===== src/rtl/uart_boot_sequencer_if.sv =====
// Signal bundle between the board-side controls / UART status and the boot sequencer.
// The sequencer takes the slave view; whatever drives the buttons and UART status takes the master view.
interface uart_boot_sequencer_if;
  logic       start_load;
  logic       start_dump;
  logic       IM_Done;
  logic       DM_Done;
  logic       cpu_reset;
  logic       uart_on;
  logic       uart_mode;
  logic       uart_ram_id;
  logic       busy;
  logic       error;
  logic [2:0] state;

  modport master (
    output start_load, start_dump, IM_Done, DM_Done,
    input  cpu_reset, uart_on, uart_mode, uart_ram_id, busy, error, state
  );

  modport slave (
    input  start_load, start_dump, IM_Done, DM_Done,
    output cpu_reset, uart_on, uart_mode, uart_ram_id, busy, error, state
  );
endinterface


===== src/rtl/uart_boot_sequencer.sv =====
// Boot sequencer: holds the CPU in reset while IM then DM are loaded over UART,
// releases it after a fixed delay, and halts it again to dump DM on request.
//
// state   | meaning
// --------+--------------------------------------------------------------
// IDLE    | core held in reset, UART off, waiting for a load request
// LOAD_IM | UART receiving into instruction memory
// LOAD_DM | UART receiving into data memory
// RELEASE | UART off, core still in reset for RELEASE_CYCLES cycles
// RUN     | core running
// DUMP_DM | core halted, UART transmitting data memory
// ERROR   | a UART phase timed out; only a new load request recovers
module uart_boot_sequencer #(
  parameter int unsigned RELEASE_CYCLES = 16,
  parameter int unsigned TIMEOUT_CYCLES = 100000000,
  parameter int unsigned CNT_W          = 32
) (
  input logic                  clk,
  input logic                  reset,
  uart_boot_sequencer_if.slave bus
);

  typedef enum logic [2:0] {
    IDLE    = 3'd0,
    LOAD_IM = 3'd1,
    LOAD_DM = 3'd2,
    RELEASE = 3'd3,
    RUN     = 3'd4,
    DUMP_DM = 3'd5,
    ERROR   = 3'd6
  } state_t;

  localparam logic [CNT_W-1:0] REL_LAST =
    (RELEASE_CYCLES == 0) ? '0 : CNT_W'(RELEASE_CYCLES - 1);
  localparam logic [CNT_W-1:0] TO_LAST =
    (TIMEOUT_CYCLES == 0) ? '0 : CNT_W'(TIMEOUT_CYCLES - 1);
  localparam bit TO_EN = (TIMEOUT_CYCLES != 0);

  state_t           state_q;
  state_t           state_next;
  logic [CNT_W-1:0] cnt;
  logic             timed_out;
  logic             counting;

  // in_q is the registered input, in_qq the value one cycle older; bit order {DM, IM, dump, load}
  logic [3:0] in_q;
  logic [3:0] in_qq;
  logic [3:0] ev;
  logic       ev_load;
  logic       ev_dump;
  logic       ev_im;
  logic       ev_dm;

  logic cpu_reset_q;
  logic uart_on_q;
  logic uart_mode_q;
  logic uart_ram_id_q;
  logic busy_q;
  logic error_q;

  always_ff @(posedge clk or posedge reset) begin
    if (reset) begin
      in_q  <= '0;
      in_qq <= '0;
    end else begin
      in_q  <= {bus.DM_Done, bus.IM_Done, bus.start_dump, bus.start_load};
      in_qq <= in_q;
    end
  end

  assign ev      = in_q & ~in_qq;
  assign ev_load = ev[0];
  assign ev_dump = ev[1];
  assign ev_im   = ev[2];
  assign ev_dm   = ev[3];

  assign timed_out = TO_EN && (cnt >= TO_LAST);

  always_comb begin
    state_next = state_q;
    case (state_q)
      IDLE: begin
        if (ev_load) state_next = LOAD_IM;
      end
      LOAD_IM: begin
        if (ev_im)          state_next = LOAD_DM;
        else if (timed_out) state_next = ERROR;
      end
      LOAD_DM: begin
        if (ev_dm)          state_next = RELEASE;
        else if (timed_out) state_next = ERROR;
      end
      RELEASE: begin
        if (cnt >= REL_LAST) state_next = RUN;
      end
      RUN: begin
        // a load request outranks a dump request in the same cycle
        if (ev_load)      state_next = LOAD_IM;
        else if (ev_dump) state_next = DUMP_DM;
      end
      DUMP_DM: begin
        if (ev_dm)          state_next = IDLE;
        else if (timed_out) state_next = ERROR;
      end
      ERROR: begin
        if (ev_load) state_next = LOAD_IM;
      end
      default: state_next = IDLE;
    endcase
  end

  assign counting = (state_q == LOAD_IM) || (state_q == LOAD_DM) ||
                    (state_q == DUMP_DM) || (state_q == RELEASE);

  // Shared release/timeout counter: restarts on every state change and saturates.
  always_ff @(posedge clk or posedge reset) begin
    if (reset) begin
      cnt <= '0;
    end else if (state_next != state_q) begin
      cnt <= '0;
    end else if (counting) begin
      if (cnt != '1) cnt <= cnt + CNT_W'(1);
    end else begin
      cnt <= '0;
    end
  end

  // Outputs are decoded from the next state so they change on the edge that enters a state.
  always_ff @(posedge clk or posedge reset) begin
    if (reset) begin
      state_q       <= IDLE;
      cpu_reset_q   <= 1'b1;
      uart_on_q     <= 1'b0;
      uart_mode_q   <= 1'b0;
      uart_ram_id_q <= 1'b0;
      busy_q        <= 1'b0;
      error_q       <= 1'b0;
    end else begin
      state_q       <= state_next;
      cpu_reset_q   <= (state_next != RUN);
      uart_on_q     <= (state_next == LOAD_IM) || (state_next == LOAD_DM) ||
                       (state_next == DUMP_DM);
      uart_mode_q   <= (state_next == DUMP_DM);
      uart_ram_id_q <= (state_next == LOAD_DM) || (state_next == DUMP_DM);
      busy_q        <= (state_next == LOAD_IM) || (state_next == LOAD_DM) ||
                       (state_next == DUMP_DM) || (state_next == RELEASE);
      error_q       <= (state_next == ERROR);
    end
  end

  assign bus.state       = state_q;
  assign bus.cpu_reset   = cpu_reset_q;
  assign bus.uart_on     = uart_on_q;
  assign bus.uart_mode   = uart_mode_q;
  assign bus.uart_ram_id = uart_ram_id_q;
  assign bus.busy        = busy_q;
  assign bus.error       = error_q;

endmodule


===== src/flat_wrapper.sv =====
// flat-port wrapper written by rule: the top's interface ports become plain ports
module uart_boot_sequencer_flat 
#(
  parameter int unsigned RELEASE_CYCLES = 16,
  parameter int unsigned TIMEOUT_CYCLES = 100000000,
  parameter int unsigned CNT_W          = 32
)
  (clk, reset, bus_start_load, bus_start_dump, bus_IM_Done, bus_DM_Done, bus_cpu_reset, bus_uart_on, bus_uart_mode, bus_uart_ram_id, bus_busy, bus_error, bus_state);
  uart_boot_sequencer_if bus_i ();
  input logic clk;
  input logic reset;
  input wire logic [$bits(bus_i.start_load)-1:0] bus_start_load;
  input wire logic [$bits(bus_i.start_dump)-1:0] bus_start_dump;
  input wire logic [$bits(bus_i.IM_Done)-1:0] bus_IM_Done;
  input wire logic [$bits(bus_i.DM_Done)-1:0] bus_DM_Done;
  output wire logic [$bits(bus_i.cpu_reset)-1:0] bus_cpu_reset;
  output wire logic [$bits(bus_i.uart_on)-1:0] bus_uart_on;
  output wire logic [$bits(bus_i.uart_mode)-1:0] bus_uart_mode;
  output wire logic [$bits(bus_i.uart_ram_id)-1:0] bus_uart_ram_id;
  output wire logic [$bits(bus_i.busy)-1:0] bus_busy;
  output wire logic [$bits(bus_i.error)-1:0] bus_error;
  output wire logic [$bits(bus_i.state)-1:0] bus_state;
  assign bus_i.start_load = bus_start_load;
  assign bus_i.start_dump = bus_start_dump;
  assign bus_i.IM_Done = bus_IM_Done;
  assign bus_i.DM_Done = bus_DM_Done;
  assign bus_cpu_reset = bus_i.cpu_reset;
  assign bus_uart_on = bus_i.uart_on;
  assign bus_uart_mode = bus_i.uart_mode;
  assign bus_uart_ram_id = bus_i.uart_ram_id;
  assign bus_busy = bus_i.busy;
  assign bus_error = bus_i.error;
  assign bus_state = bus_i.state;
  uart_boot_sequencer #(.RELEASE_CYCLES(RELEASE_CYCLES), .TIMEOUT_CYCLES(TIMEOUT_CYCLES), .CNT_W(CNT_W)) u_core (.clk(clk), .reset(reset), .bus(bus_i));
endmodule

===== config.mk =====
export PLATFORM = sky130hd
export DESIGN_NAME = uart_boot_sequencer_flat
export DESIGN_NICKNAME = d
export VERILOG_FILES = /design/src/rtl/uart_boot_sequencer_if.sv /design/src/rtl/uart_boot_sequencer.sv /design/src/flat_wrapper.sv
export SDC_FILE = /design/constraint.sdc
export NUM_CORES = 1
export LEC_CHECK = 0
export CORE_UTILIZATION = 25
export CTS_CLUSTER_DIAMETER = 50
export DETAILED_ROUTE_END_ITERATION = 6
export GPL_TIMING_DRIVEN = 0
export HOLD_SLACK_MARGIN = 0.1
export PLACE_DENSITY_LB_ADDON = 0.08
export SLEW_MARGIN = 10
export SYNTH_ARGS = -nofsm -noshare
export SYNTH_HDL_FRONTEND = slang
export SYNTH_SLANG_ARGS = --single-unit

===== constraint.sdc =====
create_clock -name clk -period 3.15 [get_ports clk]
set_input_delay 0.63 -clock clk [delete_from_list [all_inputs] [get_ports clk]]
set_output_delay 0.63 -clock clk [all_outputs]
set_load 0.02 [all_outputs]

==> results of run 1 <==
[cell usage after synthesis, types with 6 or more instances]
cell	count	area [µm²]
nand3_1	10	50.05
nor2_1	23	86.33
xnor2_1	11	96.34
nor2b_1	6	37.54
dfrtp_1	48	1201
a21oi_1	25	125.1
nor4_1	6	37.54
xor2_1	7	61.31
nand2_1	12	45.04
nand4_1	11	68.82
inv_1	7	26.28
nor3_1	8	40.04
[through the flow]
step	instances	setup WS [ns]	total power [µW]	hold slack, ns	utilization, %
4_1_cts	390	0.07016	1675	0.3748	30.32
2_1_floorplan	238	0.6270	1107	0.3463	-
5_1_grt	392	0.2512	1777	0.3994	30.48
3_5_place_dp	382	0.08550	1296	0.3632	29.44
6_report	392	0.4071	1654	0.3745	30.48
3_3_place_gp	381	0.05719	1297	0.3536	29.22
[timing repair]
action	in CTS	in global routing
endpoints found under the setup margin	0	20
gates resized for setup	0	0
buffers inserted	0	2
[layout by cell type, fill, tap and decap left out, types with 5 or more instances in the layout]
master           Yosys  layout
nor3_1               8       8
nor2b_1              6       6
clkbuf_8             0       5
clkdlybuf4s50_1      0      14
xor2_1               7       7
dfrtp_1             48      48
xnor2_1             11      11
nor2_1              23      23
nor4_1               6       6
inv_1                7       6
nand4_1             11      11
a21oi_1             25      25
conb_1               1       5
nand3_1             10      10
nand2_1             12      12
[final cells by class]
type / instances / area share, %
multi-input combinational: 175 / 38.92
inverter: 7 / 0.9329
sequential: 49 / 43.58
clock buffer: 7 / 2.710
buffer: 7 / 1.733
tap: 129 / 5.731
timing repair buffer: 17 / 6.219
clock inverter: 1 / 0.1777
[per-layer routing]
metal / global-route usage (%) / part of all wire (%)
met1: 17.06 / 53
met2: 18.86 / 43
met3: 2.389 / 2.5
met4: 4.072 / 1.4
met5: 0 / 0
[report_power, final]
part	leakage, µW	switching, µW	internal, µW	total, µW
clock	0.0000422	211	156	367
combinational	0.000409	298	248	546
sequential	0.000641	44.0	696	740
total	0.00109	553	1100	1650
[how the worst max path moves through the flow]
| stage | from | to | slack (ns) | depth (start not counted) |
|---|---|---|---|---|
| floorplan | u_core.cnt[0] | u_core.cnt[23] | 0.63 | 8 |
| global placement | u_core.cnt[0] | u_core.cnt[25] | 0.06 | 8 |
| detailed placement | u_core.cnt[0] | u_core.cnt[20] | 0.09 | 8 |
| CTS | u_core.cnt[0] | u_core.cnt[20] | 0.07 | 8 |
| global route | u_core.cnt[1] | u_core.cnt[16] | 0.25 | 9 |
| finish | u_core.cnt[0] | u_core.cnt[21] | 0.41 | 9 |
[worst max-delay path, stage by stage (launching register included)]
cell       delay, ns
dfrtp_1         0.43
ha_1            0.21
nand3_1         0.29
or2_0           0.31
a311o_1         0.38
and3_2          0.25
a2111oi_4       0.30
buf_4           0.21
buf_6           0.16
a21oi_1         0.05
[sequential cells by signal (all words and copies together) (netlist names)]
register	flops
u_core.bus.error	1
u_core.in_q	4
u_core.bus.state	3
u_core.bus.uart_mode	1
u_core.cnt	32
u_core.bus.uart_ram_id	1
u_core.bus.busy	1
u_core.bus.uart_on	1
u_core.bus.cpu_reset	1
u_core.in_qq	4
[cells by family after synthesis]
kind of cell / count (synthesis) / share of synthesized area (%)
other cells: 1 / 0.1573
mux: 3 / 1.260
flops: 49 / 51.50
simple gates: 99 / 22.68
compound gates: 49 / 14.12
xor+xnor: 18 / 6.614
buf+inv: 14 / 3.150
fa+ha+maj: 1 / 0.5249
==> qor_table.md, run 1 <==
| Result | This run |
|---|---|
| Flops & latches, synth | 49 |
| Crit Path Max Fanout | 10 |
| Initial antenna violation count | 0 |
| Width of the chip | 99.64 µm |
| Layout area overhead | 18.16% |
| Post-synthesis instance area | 2384 µm² |
| Final worst-path cycle share | 87.08% |
| Number of optimization iterations in the first detailed-route pass | 4 |
| Number of instances in the synthesized netlist | 234 |
| Clock skew after layout | 0.01147 ns |
| Wire length of the first global-routing pass | 9.425 mm |
| Routed vias/inst | 4.508 |
| Port Buffer Count | 14 |
| Hold buffers post-CTS | 0 |
| Data arrival time of the worst path | 2.93 ns |
| Worst R2R Start | u_core.cnt[0] |
| Type of the worst setup path | flop to flop |
| Congestion Overflow GR | 0 |
| Finished Cell Area | 2816 µm² |
| Maximum level of the CTS H-tree | 2 |
| Largest buffer count on any clock path | 2 |
| Max-Slew Margin vs Limit | 45.22% |
| Total power per unit cell area | 587.4 nW/µm² |
| Slew at the pin closest to its max-slew limit | 0.8141 ns |
| Placement Cell Area | 2720 µm² |
| Critical path startpoint category | flop |
| Setup total negative slack | 0 ns |
| Ys async rst share | 100.0% |
| DRT iter0 DRCs | 55 |
| End of the worst register-to-register path | u_core.cnt[21] |
| Detail Route Antenna Nets | 0 |
| Critical path endpoint category | flop |
| GRT Util Overall | 12.20% |
| Reg-to-reg setup timing slack | 0.41 ns |
| Storage element area | 1227 µm² |
| Post-synth EDFFs | 0 |
| Layout Nets | 269 |
| Later-pin clock latency in the skew report | 0.31 ns |
| Post-detailed-route wirelength per cell | 13.66 µm |
| Core Box Area | 9240 µm² |
| Sequential share of the synthesized area | 51.50% |
| Clock Pin Slew Worst Setup and Hold Paths | 0.09 ns |
| Count of different cell masters after synthesis | 52 |
| Via count of the first global-routing pass | 1,861 |
| Mean cell area of the mapped netlist | 10.19 µm² |
| Total length of routed wires | 5.355 mm |
| CTS root buffer | clkbuf_8 |
| Antenna diodes | 0 |
| Number of clock sinks | 49 |
| Run status | completed |
| Multi-input logic area | 1096 µm² |
| Max-cap check violation count | 0 |
| Final hold violation count | 0 |
| Path type of the worst min-delay path | flop to flop |
| Total of warnings raised by yosys | 0 |
| CTS tree | built |
| # IOs | 15 |
| Die Span Y | 99.64 µm |
| Unrepaired setup endpoints after global routing | no |
| Count of final max-slew check failures | 0 |
| Cell leakage power | 0.001093 µW |
| Clock buffers created by TritonCTS | 5 |
| Post-layout minimum cycle time | 2.743 ns |
| Initial cell density of the core | 25.80% |
| Row count | 35 |
| Number of cell instances on the worst register-to-register path | 9 |
| Largest net degree at the start of global routing | 32 |
| Die ar. | 9928 µm² |
| Achievable Freq | 0.3646 GHz |
| Hold path depth | 0 |
| Most used flip-flop cell after synthesis | dfrtp_1 |
| Overall via count from detail_route | 1,767 |
| Worst-case hold path end point | u_core.in_qq[1] |
| Critical hold path startpoint | u_core.in_q[1] |
| Maximum vdd drop | 0.0001955 V |
| Required time reported for the critical path endpoint | 3.33 ns |
| Final routed DRC violation total | 0 |
| Gpl congestion | 0.7441 |
| Fraction of final layout cells sized beyond drive strength 1 | 10.65% |
| Count of fill cells added during filler insertion | 994 |
| Final setup violation count | 0 |
| Post-DP HPWL | 3.767 mm |
Power figures use the tool's default switching activity.
==> inputs of run 2 (changes only) <==
--- a/config.mk
+++ b/config.mk
@@ -5,6 +5,7 @@
 export SDC_FILE = /design/constraint.sdc
 export NUM_CORES = 1
 export LEC_CHECK = 0
+export CORE_ASPECT_RATIO = 1.25
 export CORE_UTILIZATION = 25
 export CTS_CLUSTER_DIAMETER = 50
 export DETAILED_ROUTE_END_ITERATION = 6
==> run 2 against run 1 <==
Compared with the run above:
- worst setup slack improved by 0.050 ns
- final area increased by 3.4%
- sequential share of layout area decreased by 1.4 points
- hold slack hardly changed
- via count increased by 1.7%
- die area about the same
- count of clock-buffer cells in the layout shrank 1
- combinational power is 0.7% higher
- fmax increased by 1.8%
- largest power group unchanged
==> qor_table.md, run 2 (synthesized netlist as in run 1, its figures left out) <==
| Result | This run | Change |
|---|---|---|
| Worst R2R Start | u_core.cnt[0] |  |
| Setup total negative slack | 0 ns | unchanged |
| Worst-case hold path end point | u_core.in_qq[3] |  |
| Worst-case setup margin in the final layout | 0.4567 ns | +0.04963 ns |
| Count of final max-slew check failures | 0 | unchanged |
| Final instance count without filler cells | 387 | -1.3% |
| # IOs | 15 | unchanged |
| Run status | completed |  |
| Unrepaired setup endpoints after global routing | no |  |
| Die Span Y | 111.2 µm | +12% |
| Finished Cell Area | 2912 µm² | +3.4% |
| Port Buffer Count | 14 | unchanged |
| Placed cells | 376 | -1.6% |
| Core Box Area | 9223 µm² | -0.19% |
| Width of the chip | 89.34 µm | -10% |
| Reg-to-reg setup timing slack | 0.46 ns | +0.05 ns |
| Achievable Freq | 0.3713 GHz | +1.8% |
| Pre-CTS WS | 0.05181 ns | -0.03369 ns |
| Critical path startpoint category | flop |  |
| CTS tree | built |  |
| Wire length of the first global-routing pass | 9.370 mm | -0.58% |
| Layout area overhead | 22.15% |  |
| Maximum level of the CTS H-tree | 2 | unchanged |
| Largest net degree at the start of global routing | 32 | unchanged |
| DRT iter0 DRCs | 48 | -13% |
| GRT Util Overall | 12.28% | +0.084 points |
| Max-Slew Margin vs Limit | 47.88% | +2.7 points |
| Overall via count from detail_route | 1,797 | +1.7% |
| Congestion Overflow GR | 0 | unchanged |
| End of the worst register-to-register path | u_core.cnt[13] |  |
| Post-DP HPWL | 3.938 mm | +4.5% |
| Clock Pin Slew Worst Setup and Hold Paths | 0.07 ns | -0.02 ns |
| Row count | 39 | +11% |
| Commonest non-fill, non-tap cell in the layout | dfrtp_1 |  |
| Maximum vdd drop | 0.0002673 V | +37% |
| Routed vias/inst | 4.643 | +3.0% |
| Fraction of final layout cells sized beyond drive strength 1 | 11.74% | +1.1 points |
| Max reg flops | 32 | unchanged |
| Crit Path Max Fanout | 10 | unchanged |
| Initial antenna violation count | 0 | unchanged |
| Later-pin clock latency in the skew report | 0.29 ns | -0.02 ns |
| Die ar. | 9931 µm² | about the same |
| Hold path depth | 0 | unchanged |
| Initial cell density of the core | 25.84% | +0.049 points |
| Max-cap check violation count | 0 | unchanged |
| Final routed DRC violation total | 0 | unchanged |
| Power share of the combinational group | 28.6% | -4.4 points |
| Post-detailed-route wirelength per cell | 14.20 µm | +3.9% |
| Antenna diodes | 0 | unchanged |
| Critical path endpoint category | flop |  |
| Gpl congestion | 0.7824 | +5.1% |
| Final setup violation count | 0 | unchanged |
| Slew at the pin closest to its max-slew limit | 0.7747 ns | -0.03942 ns |
| Number of cell instances on the worst register-to-register path | 9 | unchanged |
| Largest registers | u_core.cnt: 32 flops, u_core.in_q: 4 flops, u_core.in_qq: 4 flops |  |
| Clock network fraction of total power | 32.9% | +11 points |
| CTS root buffer | clkbuf_16 |  |
| Highest-count cells in the layout ignoring fill and taps | dfrtp_1, a21oi_1, nor2_1, clkdlybuf4s50_1, nand2_1 |  |
| Layout Nets | 270 | +0.37% |
| Largest buffer count on any clock path | 2 | unchanged |
| Total length of routed wires | 5.494 mm | +2.6% |
| Number of clock sinks | 49 | unchanged |
| Number of optimization iterations in the first detailed-route pass | 4 | unchanged |
| Placement Cell Area | 2713 µm² | -0.28% |
| Sequential power share | 38.5% | -6.3 points |
| Detail Route Antenna Nets | 0 | unchanged |
| P_sw | 577.9 µW | +4.5% |
| Type of the worst setup path | flop to flop |  |
| Clock buffers created by TritonCTS | 5 | unchanged |
| Top reg by flops | u_core.cnt |  |
| Via count of the first global-routing pass | 1,906 | +2.4% |
| Internal Dissipation | 1347 µW | +22% |
| Critical hold path startpoint | u_core.in_q[3] |  |
| Clock skew after layout | 0.007224 ns | -0.004243 ns |
| Final hold violation count | 0 | unchanged |
| Required time reported for the critical path endpoint | 3.31 ns | -0.02 ns |
| Post-layout minimum cycle time | 2.693 ns | -0.04963 ns |
| Cell leakage power | 0.001138 µW | +4.1% |
| Data arrival time of the worst path | 2.86 ns | -0.07 ns |
| Total power per unit cell area | 661.1 nW/µm² | +13% |
| Path type of the worst min-delay path | flop to flop |  |
| Switching part of the total power | 30.02% | -3.4 points |
| Final worst-path cycle share | 85.50% | -1.6 points |
[run 2: how the worst max path moves through the flow]
stage	end	slack, ns	start
floorplan	u_core.cnt[23]	0.63	u_core.cnt[0]
detailed placement	u_core.cnt[13]	0.05	u_core.cnt[0]
CTS	u_core.cnt[13]	0.04	u_core.cnt[0]
global route	u_core.cnt[17]	0.24	u_core.cnt[0]
finish	u_core.cnt[13]	0.46	u_core.cnt[0]
global placement	u_core.cnt[13]	0.07	u_core.cnt[0]
[run 2: cell type report]
class                   instances  area (µm²)
inverters                       7       26.28
clock inverters                 2       37.54
plain buffers                   7       48.80
clock buffers                   6       138.9
repair buffers                 18       182.7
multi-input cells             175        1096
well taps                     123       153.9
flip-flops and latches         49        1227
fillers                       979        6311
[run 2: worst max-delay path: stages, from the launching register on]
cell	delay (ns)
dfrtp_1	0.42
ha_1	0.21
nand3_1	0.26
or2_0	0.30
a311o_1	0.39
and3_2	0.26
a2111oi_4	0.30
buf_4	0.21
buf_6	0.16
a21oi_1	0.05
[run 2: per-layer routing]
| metal | global-route usage (%) | vias up | part of all wire (%) |
|---|---|---|---|
| li1 | - | 894 | - |
| met1 | 14.96 | 880 | 45 |
| met2 | 20.97 | 16 | 51 |
| met3 | 2.532 | 7 | 2.3 |
| met4 | 4.339 | 0 | 1.9 |
| met5 | 0 | - | 0 |
[run 2: through the flow]
| stage | hold slack [ns] | power [µW] | util (%) |
|---|---|---|---|
| after global placement | 0.3572 | 1301 | 29.20 |
| after floorplan | 0.3463 | 1107 | - |
| after CTS | 0.3791 | 1949 | 31.33 |
| after detailed placement | 0.3655 | 1301 | 29.41 |
| after global routing | 0.3982 | 2038 | 31.57 |
| final | 0.3747 | 1925 | 31.57 |
[run 2: what timing repair did]
action / CTS / global route
endpoints found under the setup margin: 0 / 20
endpoints found under the hold margin: 0 / 0
hold buffers: 0 / 0
resized for setup: 0 / 0
setup buffers: 0 / 3
[run 2: power by group through the flow]
stage | clock [µW] | combinational (µW) | sequential (µW)
after CTS | 658 | 547 | 744
final | 634 | 550 | 741
after detailed placement | 0 | 546 | 756
after floorplan | 0 | 300 | 807
after global routing | 676 | 611 | 752
after global placement | 0 | 546 | 755
==> inputs of run 3 (changes only) <==
--- a/config.mk
+++ b/config.mk
@@ -12,6 +12,7 @@
 export GPL_TIMING_DRIVEN = 0
 export HOLD_SLACK_MARGIN = 0.1
 export PLACE_DENSITY_LB_ADDON = 0.08
+export SETUP_SLACK_MARGIN = 0.02
 export SLEW_MARGIN = 10
 export SYNTH_ARGS = -nofsm -noshare
 export SYNTH_HDL_FRONTEND = slang
==> results of run 3 <==
Final layout, timing and power as in run 2 (identical DEF).
